[config.mk]
export PLATFORM = sky130hd
export DESIGN_NAME = debounce_button_bank
export DESIGN_NICKNAME = d
export VERILOG_FILES = /design/src/rtl/debounce_button_bank.sv
export SDC_FILE = /design/constraint.sdc
export NUM_CORES = 1
export LEC_CHECK = 0
export ABC_AREA = 1
export CORE_MARGIN = 5
export CORE_UTILIZATION = 30
export CTS_CLUSTER_DIAMETER = 100
export DETAILED_ROUTE_END_ITERATION = 8
export GPL_ROUTABILITY_DRIVEN = 0
export PLACE_DENSITY_LB_ADDON = 0.3
export SLEW_MARGIN = 20
export SYNTH_ARGS = -nofsm -noshare
export SYNTH_HDL_FRONTEND = slang
export SYNTH_SLANG_ARGS = --single-unit
[constraint.sdc]
create_clock -name clk -period 4.11 [get_ports clk]
set_input_delay 0.6165 -clock clk [delete_from_list [all_inputs] [get_ports clk]]
set_output_delay 0.6165 -clock clk [all_outputs]
set_load 0.005 [all_outputs]
[src/rtl/debounce_button_bank.sv]
// N-channel pushbutton debouncer with press/release strobes and auto-repeat.
// Each channel: 2-flop synchronizer, symmetric debounce FSM, hold-repeat timer.
module debounce_button_bank #(
    parameter int N_BTN         = 4,
    parameter int DB_CYCLES     = 200000,
    parameter int REPEAT_EN     = 1,
    parameter int REPEAT_DELAY  = 50000000,
    parameter int REPEAT_PERIOD = 10000000
) (
    input  logic             clk,
    input  logic             reset_n,
    input  logic [N_BTN-1:0] btn_raw,
    output logic [N_BTN-1:0] db_level,
    output logic [N_BTN-1:0] press_pulse,
    output logic [N_BTN-1:0] release_pulse,
    output logic [N_BTN-1:0] act_pulse
);

    localparam int DB_W    = $clog2(DB_CYCLES + 1);
    localparam int RPT_MAX = (REPEAT_DELAY > REPEAT_PERIOD) ? REPEAT_DELAY
                                                            : REPEAT_PERIOD;
    localparam int RPT_W   = $clog2(RPT_MAX + 1);

    localparam logic [DB_W-1:0]  DB_LAST   = DB_W'(DB_CYCLES - 1);
    localparam logic [RPT_W-1:0] RPT_FIRST = RPT_W'(REPEAT_DELAY - 1);
    localparam logic [RPT_W-1:0] RPT_NEXT  = RPT_W'(REPEAT_PERIOD - 1);

    typedef enum logic [1:0] {
        IDLE       = 2'd0,
        PRESS_WT   = 2'd1,
        HELD       = 2'd2,
        RELEASE_WT = 2'd3
    } state_t;

    logic [N_BTN-1:0] r_sync1;
    logic [N_BTN-1:0] r_sync2;

    always_ff @(posedge clk) begin
        if (!reset_n) begin
            r_sync1 <= '0;
            r_sync2 <= '0;
        end else begin
            r_sync1 <= btn_raw;
            r_sync2 <= r_sync1;
        end
    end

    for (genvar g = 0; g < N_BTN; g++) begin : g_ch
        state_t           r_state;
        logic [DB_W-1:0]  r_db_cnt;
        logic [RPT_W-1:0] r_rpt_cnt;
        logic             r_rpt_phase;
        logic             r_level;
        logic             r_press;
        logic             r_rel;
        logic             r_act;
        logic             w_s;
        logic [RPT_W-1:0] w_rpt_tgt;

        assign w_s = r_sync2[g];
        // First repeat waits the long delay, later ones the short period.
        assign w_rpt_tgt = r_rpt_phase ? RPT_NEXT : RPT_FIRST;

        always_ff @(posedge clk) begin
            if (!reset_n) begin
                r_state     <= IDLE;
                r_db_cnt    <= '0;
                r_rpt_cnt   <= '0;
                r_rpt_phase <= 1'b0;
                r_level     <= 1'b0;
                r_press     <= 1'b0;
                r_rel       <= 1'b0;
                r_act       <= 1'b0;
            end else begin
                r_press <= 1'b0;
                r_rel   <= 1'b0;
                r_act   <= 1'b0;
                unique case (r_state)
                    IDLE: begin
                        if (w_s) begin
                            r_state  <= PRESS_WT;
                            r_db_cnt <= DB_W'(1);
                        end
                    end
                    PRESS_WT: begin
                        if (!w_s) begin
                            r_state  <= IDLE;
                            r_db_cnt <= '0;
                        end else if (r_db_cnt == DB_LAST) begin
                            r_state     <= HELD;
                            r_db_cnt    <= '0;
                            r_level     <= 1'b1;
                            r_press     <= 1'b1;
                            r_act       <= 1'b1;
                            r_rpt_cnt   <= '0;
                            r_rpt_phase <= 1'b0;
                        end else begin
                            r_db_cnt <= r_db_cnt + DB_W'(1);
                        end
                    end
                    HELD: begin
                        if (!w_s) begin
                            r_state  <= RELEASE_WT;
                            r_db_cnt <= DB_W'(1);
                        end else if (REPEAT_EN != 0) begin
                            if (r_rpt_cnt == w_rpt_tgt) begin
                                r_rpt_cnt   <= '0;
                                r_rpt_phase <= 1'b1;
                                r_act       <= 1'b1;
                            end else begin
                                r_rpt_cnt <= r_rpt_cnt + RPT_W'(1);
                            end
                        end
                    end
                    RELEASE_WT: begin
                        if (w_s) begin
                            r_state  <= HELD;
                            r_db_cnt <= '0;
                        end else if (r_db_cnt == DB_LAST) begin
                            r_state     <= IDLE;
                            r_db_cnt    <= '0;
                            r_level     <= 1'b0;
                            r_rel       <= 1'b1;
                            r_rpt_cnt   <= '0;
                            r_rpt_phase <= 1'b0;
                        end else begin
                            r_db_cnt <= r_db_cnt + DB_W'(1);
                        end
                    end
                    default: r_state <= IDLE;
                endcase
            end
        end

        assign db_level[g]      = r_level;
        assign press_pulse[g]   = r_press;
        assign release_pulse[g] = r_rel;
        assign act_pulse[g]     = r_act;
    end

endmodule

==> results of run 1 <==
-- flip-flops by register name, summed over array words and instances (netlist names), named ones only --
signal,flops
g_ch.r_rpt_cnt,104
g_ch.r_db_cnt,72
g_ch.r_act,4
g_ch.r_level,4
g_ch.r_press,4
g_ch.r_rel,4
g_ch.r_rpt_phase,4
g_ch.r_state,4
r_sync1,4
r_sync2,4
-- final timing paths --
path,startpoint,end,slack (ns)
hold / removal,r_sync1[0]$_SDFF_PN0_,r_sync2[0]$_SDFF_PN0_,0.42
hold reg to reg,r_sync1[0]$_SDFF_PN0_,r_sync2[0]$_SDFF_PN0_,0.42
setup / recovery,g_ch[2].r_state[0]$_SDFFE_PN0P_,g_ch[2].r_rpt_cnt[5]$_SDFFE_PN0P_,1.13
setup reg to reg,g_ch[2].r_state[0]$_SDFFE_PN0P_,g_ch[2].r_rpt_cnt[5]$_SDFFE_PN0P_,1.13
-- synthesized netlist by cell type (5+ instances only) --
library cell	instances	area share
a21oi_1	118	0.046
a21oi_2	5	0.0034
buf_2	18	0.0070
buf_4	21	0.012
clkbuf_1	18	0.0053
dfxtp_1	212	0.33
ha_1	27	0.026
inv_1	251	0.074
nand2_1	583	0.17
nand3_1	170	0.066
nand3b_1	11	0.0064
nand4_1	59	0.029
nor2_1	310	0.091
nor3_1	83	0.032
nor4_1	5	0.0024
o21ai_0	77	0.030
o21bai_1	12	0.0070
or2_2	13	0.0064
xnor2_1	6	0.0041
xor2_1	8	0.0055
-- final cells by class --
class	instances	area, um^2
Clock buffer	31	721
Clock inverter	18	313
Fill cell	4576	27600
Inverter	255	957
Multi-Input combinational cell	1544	7230
Sequential cell	212	4240
Tap cell	539	674
Timing Repair Buffer	27	263
-- kinds of logic after synthesis --
group,count (synthesis)
and+or+nand+nor,1260
buffers and inverters,319
AOI/OAI and AO/OA,243
DFF,212
adders and majority gates,27
xor gates and xnor gates,14
-- per-layer routing --
layer / part of all wire / vias to the layer above
met2: 0.45 / 172
li1: - / 6661
met1: 0.49 / 5695
met5: 0 / -
met3: 0.037 / 58
met4: 0.028 / 0
-- worst register-to-register path, cell delays in order (launching register included) --
cell	delay (ns)
dfxtp_1	0.49
inv_1	0.15
ha_1	0.36
nand2_1	0.12
nand3_1	0.09
a21oi_1	0.22
a21boi_4	0.20
buf_4	0.29
nand2_1	0.12
nand2_1	0.40
inv_1	0.26
nand2_1	0.12
nor2_1	0.04
-- where the power goes --
| part | leakage (nW) | switching (W) | internal (W) |
|---|---|---|---|
| combinational | 3.13 | 0.000944 | 0.000322 |
| clock | 0.503 | 0.000963 | 0.00176 |
| sequential | 1.71 | 0.000100 | 0.00214 |
-- metrics by stage --
step | utilization | hold slack, ns | std cells | setup WS [ns]
finish | 0.343 | 0.416 | 2626 | 1.13
detailed placement | 0.318 | 0.405 | 2577 | 1.14
CTS | 0.343 | 0.419 | 2626 | 1.12
global route | 0.343 | 0.430 | 2626 | 0.827
floorplan | - | 0.390 | 2075 | 2.04
global placement | 0.318 | 0.404 | 2577 | 1.24
==> metrics, run 1 <==
ANT nets after route=0; GR Overflow Total=0; ys async rst share=0; met1 Usage GRT=0.181; Final Cycle Share=0.726; Distinct cells, synth=52; Layout area overhead=12.5%; Min-Delay Path Class=flip-flop to flip-flop; Critical Path AT=around 3.4 ns; TritonCTS Buffers=27; Post-Synthesis Mean Instance Area=about 6 um^2; clock-pin slew on the worst setup and hold paths=0.06 ns; Worst path max stage delay=approximately 0.49 ns; Post-CTS Setup Inserts=0; total wire length=approximately 32000 um; layer with the highest usage=met2; post_cts resized=0; Crit. path cell count=12; final hold vios=0; initial antenna violation count=0; pwr/cell area=432 nW/um^2; final setup TNS=0 ns; Setup crit end kind=flip-flop; initial drt markers=~620; Vias/cell=~4.8; die area=~47000 um^2; Avg WL per Cell=12.2 um; Setup CP Type=flip-flop to flip-flop; Clock Tree Buf Depth=3; CP Buf/Inv Count=3; CP Cell Sequence=inv_1 > ha_1 > nand2_1 > nand3_1 > a21oi_1 > a21boi_4 > buf_4 > nand2_1 > nand2_1 > inv_1 > nand2_1 > nor2_1; Antenna diodes=0; Synth Net Count=~2100; clk sinks=~210; Worst path slowest cell=dfxtp_1; Seq cells post-synth=212; Synth Area in Adders=0.0264; first-pass GRT wire length=approximately 55000 um; fin area=between 10000 and 15000 um^2; GRT Total Usage=0.134; final setup fails=0; Starting Density=0.305; maxcap violations=0; synthesized cell area=between 10000 and 15000 um^2; worst r2r path cells=12; Core Area=approximately 42000 um^2; Detailed Routing Iterations Pass 1=5; post-route minimum period=roughly 3.0 ns; cell mode on critical path=nand2_1; IO Count=22; Max Fclk=between 300 and 400 MHz; Slew Limit Fails=0; vias in the first global route=between 10000 and 15000; Post-synth EDFFs=0; largest family of logic cells by synthesized area=simple AND/OR/NAND/NOR gates; status=finished clean; Final Skew=0.0212 ns; Worst-Margin Slew=0.786 ns; Die H=between 200 and 250 um; crit path max fanout=27; row count=75; final net count=2100; largest net degree at the start of global routing=39; Synth Area in XOR/XNOR=0.00958; slew margin rel.=0.475; DRC errors left=0; layout cell share with drive strength beyond 1=0.0470; LEAKAGE=5.35 nW; Syn Inst Count=about 2100; Post-synth top flop=dfxtp_1; CP Launch Type=flip-flop; Placed Area=~13000 um^2; overall power=approximately 0.0062 W; RSZ-0062 raised after global routing=no; M3 GR Usage=0.0215; vias=roughly 13000; commonest non-fill, non-tap cells in the layout=583 x nand2_1, 310 x nor2_1, 250 x inv_1; hold path depth=2; peak supply drop=0.244 mV; CP top delay family=simple AND/OR/NAND/NOR gates; Seq/Total Area, Yosys=0.331; hpwl dp=23200 um; # H-tree levels=1; CTS root buffer=clkbuf_16; critical path required time=4.55 ns; clk_lat worst skew=about 0.55 ns; die width=around 220 um; met2 usage=0.223; port buffer count=21; Synth Area in Simple Gates=0.422; most common cell after layout, fill and taps aside=nand2_1; mux share of post-synthesis cell area=0; Yosys Warn Count=0; compound-cell area share of the yosys netlist=0.107; CTS tree=built; Post-CTS Hold Buffers=0
No activity file was read; power rests on OpenSTA's default activity.
==> run 2: changes to the inputs <==
==> constraint.sdc (replaced) <==
create_clock -name clk -period 2.8 [get_ports clk]
set_input_delay 0.42 -clock clk [delete_from_list [all_inputs] [get_ports clk]]
set_output_delay 0.42 -clock clk [all_outputs]
set_load 0.005 [all_outputs]
==> run 2 against run 1 <==
  * Worst hold slack got worse by 0.025 ns
  * Power rose by 41%
  * Combinational power rose by 58%
  * Sequential power rose by 46%
  * Core utilization barely moved
  * Register-to-register slack got worse by 0.81 ns
  * Die area did not move
  * Critical path depth fell by 4
  * Design area barely moved
  * Clock power rose by 28%
  * Via count rose by 1.0%
  * Sequential share of layout area barely moved
  * Critical path type unchanged
  * Critical endpoint is now g_ch[3].r_rpt_cnt[0]$_SDFFE_PN0P_
  * Largest cell class unchanged
==> metrics, run 2 (synthesized netlist as in run 1, its figures left out) <==
status=finished clean; largest net degree at the start of global routing=72 (+85%); Detailed Routing Iterations Pass 1=6 (+1); total wire length=33200 um (+3.1%); maxcap violations=0 (unchanged); DRC errors left=0 (unchanged); layout cell share with drive strength beyond 1=0.0518 (+0.00485); vias in the first global route=12000 (+1.5%); slew margin rel.=0.538 (+0.0636); Layout area overhead=12.5% (about the same); clk sinks=212 (unchanged); critical path required time=3.27 ns (-1.28 ns); final net count=2117 (+0.81%); ANT nets after route=0 (unchanged); # H-tree levels=1 (unchanged); GR Overflow Total=0 (unchanged); final hold vios=0 (unchanged); post-route setup slack=0.315 ns (-0.811 ns); die width=217 um (unchanged); hpwl dp=23700 um (+2.2%); clk_lat worst skew=0.55 ns (about the same); worst slack at placement=0.324 ns (-0.819 ns); die area=46900 um^2 (unchanged); final setup TNS=0 ns (unchanged); crit path max fanout=21 (-22%); final setup fails=0 (unchanged); pwr/cell area=610 nW/um^2 (+41%); Core Area=42000 um^2 (unchanged); most common cell after layout, fill and taps aside=nand2_1; vias=12700 (+1.0%); largest register by flop count=g_ch.r_rpt_cnt; initial drt markers=713 (+14%); Worst path max stage delay=0.51 ns (+0.02 ns); Post-CTS Hold Buffers=0 (unchanged); post_cts resized=0 (unchanged); LEAKAGE=5.37 nW (+0.43%); Die H=217 um (unchanged); Final Skew=0.00693 ns (-0.0143 ns); Max Fclk=402 MHz (+20%); first-pass GRT wire length=56900 um (+2.7%); final worst hold slack=0.391 ns (-0.0247 ns); Worst path slowest cell=dfxtp_1; IO Count=22 (unchanged); Starting Density=0.305 (unchanged); Setup crit end kind=flip-flop; Vias/cell=4.81 (+0.36%); port buffer count=21 (unchanged); clock-pin slew on the worst setup and hold paths=0.06 ns (about the same); fin area=14400 um^2 (about the same); Largest register FFs=104 (unchanged); Clock Tree Buf Depth=3 (unchanged); CTS root buffer=clkbuf_16; # fillers=4597 (+0.46%); Critical Path AT=2.96 ns (-0.46 ns); peak supply drop=0.372 mV (+52%); Worst-Margin Slew=0.686 ns (-0.0999 ns); Antenna diodes=0 (unchanged); cell mode on critical path=nand2_1; Min-Delay Path Class=input port to flip-flop; Placed Area=13500 um^2 (+0.95%); CP Launch Type=flip-flop; CTS tree=built; commonest non-fill, non-tap cells in the layout=583 x nand2_1, 310 x nor2_1, 250 x inv_1; row count=75 (unchanged); biggest registers after layout=g_ch.r_rpt_cnt: 104 flops, g_ch.r_db_cnt: 72 flops; TritonCTS Buffers=27 (unchanged); Setup CP Type=flip-flop to flip-flop; Slew Limit Fails=0 (unchanged); Final Cycle Share=0.887 (+0.162); RSZ-0062 raised after global routing=no; Post-CTS Setup Inserts=0 (unchanged); CP Cell Sequence=inv_1 > ha_1 > nand2_1 > nand3_1 > a21oi_2 > nand2_1 > or2_2 > a21oi_1; GRT Total Usage=0.138 (+0.00386); Avg WL per Cell=12.6 um (+2.5%); post-route minimum period=2.48 ns (-0.499 ns); initial antenna violation count=0 (unchanged)
-- run 2: worst paths after layout --
check        slack, ns  depth (start not counted)                           endpoint                             from
max               0.32                          8  g_ch[3].r_rpt_cnt[0]$_SDFFE_PN0P_  g_ch[3].r_state[0]$_SDFFE_PN0P_
max reg2reg       0.32                          8  g_ch[3].r_rpt_cnt[0]$_SDFFE_PN0P_  g_ch[3].r_state[0]$_SDFFE_PN0P_
min reg2reg       0.41                          2              r_sync2[3]$_SDFF_PN0_            r_sync1[3]$_SDFF_PN0_
min               0.39                          3   g_ch[1].r_db_cnt[7]$_SDFFE_PN0P_                          reset_n
-- run 2: report_power, final --
group          total [W]  switching [W]  internal, W
clock            0.00350        0.00135      0.00215
combinational    0.00201        0.00143     0.000578
sequential       0.00328       0.000143      0.00314
-- run 2: per-layer routing --
metal,part of all wire,GRT usage,up-vias
met5,0,0,-
met4,0.023,0.0396,0
met3,0.044,0.0186,53
met2,0.45,0.231,237
met1,0.48,0.187,5740
li1,-,-,6683
-- run 2: layout make-up --
type	instances	area [um^2]	share of cell area
sequential	212	4240	0.295
multi-input combinational	1544	7230	0.502
inverter	255	957	0.0665
tap	539	674	0.0468
clock inverter	4	51.3	0.00356
clock buffer	45	853	0.0592
timing repair buffer	44	390	0.0271
-- run 2: worst max-delay path: cells and delay by family (launching register included) --
family,cells,cell delay (ns)
AND/OR/NAND/NOR,4,1.09
AO/OA/AOI/OAI,2,0.33
flip-flops,1,0.51
adder cells (fa/ha/maj),1,0.31
buffers and inverters,1,0.17
-- run 2: through the flow --
stage | util | std cells | total power, W
6_report | 0.343 | 2643 | 0.00879
5_1_grt | 0.343 | 2643 | 0.00931
4_1_cts | 0.343 | 2643 | 0.00893
3_5_place_dp | 0.321 | 2594 | 0.00535
3_3_place_gp | 0.321 | 2594 | 0.00532
2_1_floorplan | - | 2075 | 0.00479
==> run 3: changes to the inputs <==
--- a/config.mk
+++ b/config.mk
@@ -7,9 +7,10 @@
 export LEC_CHECK = 0
 export ABC_AREA = 1
 export CORE_MARGIN = 5
-export CORE_UTILIZATION = 30
+export CORE_UTILIZATION = 60
 export CTS_CLUSTER_DIAMETER = 100
 export DETAILED_ROUTE_END_ITERATION = 8
+export DONT_BUFFER_PORTS = 1
 export GPL_ROUTABILITY_DRIVEN = 0
 export PLACE_DENSITY_LB_ADDON = 0.3
 export SLEW_MARGIN = 20
==> run 3 against run 2 <==
  * Via count rose by 1.2%
  * Combinational power fell by 3%
  * Clock-buffer cell count fell by 11
  * Worst hold slack got worse by 0.38 ns
  * Fmax fell by 0.70%
  * Sequential power barely moved
  * Clock skew rose by 0.0076 ns
  * Core utilization rose by 31 points
  * Largest power group is now sequential cells
  * Highest routed layer unchanged
  * Register-to-register slack got worse by 0.02 ns
==> metrics, run 3 (synthesized netlist as in run 1, its figures left out) <==
Crit Reg-Reg Startpoint=g_ch[0].r_state[0]$_SDFFE_PN0P_; final hold vios=0 (unchanged); total wire length=29900 um (-9.8%); worst r2r path cells=9 (+1); critical path required time=3.18 ns (-0.09 ns); Worst Hold End=r_sync1[1]$_SDFF_PN0_; final setup TNS=0 ns (unchanged); pwr/cell area=611 nW/um^2 (+0.15%); r2r setup slk=0.30 ns (-0.02 ns); Antenna diodes=0 (unchanged); Post-CTS Setup Inserts=0 (unchanged); largest net degree at the start of global routing=73 (+1.4%); vias=12900 (+1.2%); TritonCTS Buffers=24 (-11%); final setup fails=0 (unchanged); peak supply drop=0.453 mV (+22%); first-pass GRT wire length=51900 um (-8.7%); die area=24400 um^2 (-48%); Avg WL per Cell=12.7 um (+1.4%); Worst path max stage delay=0.50 ns (about the same); Final Skew=0.0145 ns (+0.00762 ns); CTS tree=built; # fillers=1912 (-58%); final net count=2091 (-1.2%); Min-Delay Path Class=input port to flip-flop; Final Cycle Share=0.894 (+0.00623); RSZ-0062 raised after global routing=no; Setup crit end kind=flip-flop; Core Area=21000 um^2 (-50%); post_cts resized=0 (unchanged); initial antenna violation count=0 (unchanged); cell mode on critical path=nand2_1; IO Count=22 (unchanged); Worst-Margin Slew=0.780 ns (+0.0940 ns); GR Overflow Total=0 (unchanged); clk sinks=212 (unchanged); storage element area=4240 um^2 (unchanged); largest register by flop count=g_ch.r_rpt_cnt; Starting Density=0.609 (+0.305); hold path depth=2 (-1); Die H=156 um (-28%); hpwl dp=21500 um (-9.2%); Critical Path AT=2.89 ns (-0.07 ns); Vias/cell=5.47 (+14%); layout cell share with drive strength beyond 1=0.0487 (-0.00315); Worst path slowest cell=dfxtp_1; Largest register FFs=104 (unchanged); Setup CP Type=flip-flop to flip-flop; overall power=0.00841 W (-4.3%); status=finished clean; vias in the first global route=11700 (-2.1%); biggest registers after layout=g_ch.r_rpt_cnt: 104 flops, g_ch.r_db_cnt: 72 flops; Layout area overhead=7.44%; die width=156 um (-28%); ANT nets after route=0 (unchanged); row count=53 (-29%); Clock Tree Buf Depth=3 (unchanged); LEAKAGE=5.24 nW (-2.4%); post-route minimum period=2.50 ns (+0.0174 ns); initial drt markers=882 (+24%); GRT Total Usage=0.243 (+0.105); worst slack at placement=0.337 ns (+0.0129 ns); Slew Limit Fails=0 (unchanged); slew margin rel.=0.479 (-0.0592); post-route setup slack=0.298 ns (-0.0174 ns); CTS root buffer=clkbuf_16; CP Launch Type=flip-flop; Max Fclk=400 MHz (-0.70%); multi-input logic area=7230 um^2 (unchanged); Crit Reg-Reg Endpoint=g_ch[0].r_rpt_cnt[13]$_SDFFE_PN0P_; most common cell after layout, fill and taps aside=nand2_1; clock-pin slew on the worst setup and hold paths=0.06 ns (about the same); crit path max fanout=13 (-38%); DRC errors left=0 (unchanged); Post-CTS Hold Buffers=3 (+3); Hold Path Origin=btn_raw[1]; Detailed Routing Iterations Pass 1=6 (unchanged); commonest non-fill, non-tap cells in the layout=583 x nand2_1, 310 x nor2_1, 250 x inv_1; clk_lat worst skew=0.52 ns (-0.03 ns); maxcap violations=0 (unchanged); final worst hold slack=0.0146 ns (-0.376 ns); # H-tree levels=1 (unchanged); CP Cell Sequence=inv_1 > ha_1 > nand2_1 > a21boi_2 > o21ai_1 > a21oi_4 > nand2_1 > nand2_1 > nor2_1; port buffer count=0 (-100%)
==> run 3: changes by cell type in the layout (fill, tap and decap cells not counted), moves of 2 or more <==
cell | before | now
clkdlybuf4s50_1 | 20 | 0
clkbuf_16 | 27 | 25
dlygate4sd3_1 | 0 | 3
clkinv_2 | 1 | 6
clkbuf_1 | 7 | 4
clkbuf_8 | 11 | 5
buf_4 | 22 | 18
==> run 3: metrics by stage <==
stage / cell area (um^2) / std cells / utilization
6_report: 13800 / 2351 / 0.654
5_1_grt: 13800 / 2351 / 0.654
3_5_place_dp: 12900 / 2304 / 0.614
2_1_floorplan: 12800 / 2075 / -
4_1_cts: 13800 / 2351 / 0.654
3_3_place_gp: 12900 / 2304 / 0.614
==> run 3: routing by layer <==
metal,GRT usage,up-vias,wire [um]
li1,-,6640,-
met1,0.321,5791,13500
met3,0.0361,58,1880
met2,0.412,372,13900
met4,0.0742,0,678
met5,0,-,0
==> run 3: worst max path at each step <==
stage                                          from                                 end  slack (ns)  cells after the start
finish              g_ch[0].r_state[0]$_SDFFE_PN0P_  g_ch[0].r_rpt_cnt[13]$_SDFFE_PN0P_        0.30                      9
global route        g_ch[0].r_state[0]$_SDFFE_PN0P_   g_ch[0].r_db_cnt[16]$_SDFFE_PN0P_         0.1                     10
CTS                 g_ch[0].r_state[0]$_SDFFE_PN0P_  g_ch[0].r_rpt_cnt[13]$_SDFFE_PN0P_        0.33                      9
detailed placement  g_ch[0].r_state[0]$_SDFFE_PN0P_  g_ch[0].r_rpt_cnt[13]$_SDFFE_PN0P_        0.34                      9
global placement    g_ch[0].r_state[0]$_SDFFE_PN0P_   g_ch[0].r_db_cnt[16]$_SDFFE_PN0P_        0.45                     10
floorplan           g_ch[3].r_state[0]$_SDFFE_PN0P_  g_ch[3].r_rpt_cnt[14]$_SDFFE_PN0P_        0.73                     10
==> run 3: worst max-delay path, delay by kind of cell, from the launching register on <==
kind                     cells  cell delay (ns)
AO/OA/AOI/OAI                3             0.65
adder cells (fa/ha/maj)      1             0.34
buffers and inverters        1             0.16
flip-flops                   1             0.50
AND/OR/NAND/NOR              4             0.71
==> run 3: final cells by class <==
cell class,count,share of cell area
Clock buffer,34,0.0516
Clock inverter,10,0.00764
Inverter,255,0.0696
Multi-Input combinational cell,1544,0.526
Sequential cell,212,0.309
Tap cell,275,0.0250
Timing Repair Buffer,21,0.0120
==> run 3: where the power goes <==
group | internal, W | total [W] | leakage (nW) | switching (W)
combinational | 0.000556 | 0.00194 | 3.13 | 0.00138
sequential | 0.00313 | 0.00328 | 1.71 | 0.000144
clock | 0.00194 | 0.00319 | 0.401 | 0.00125
total | 0.00564 | 0.00841 | 5.24 | 0.00277
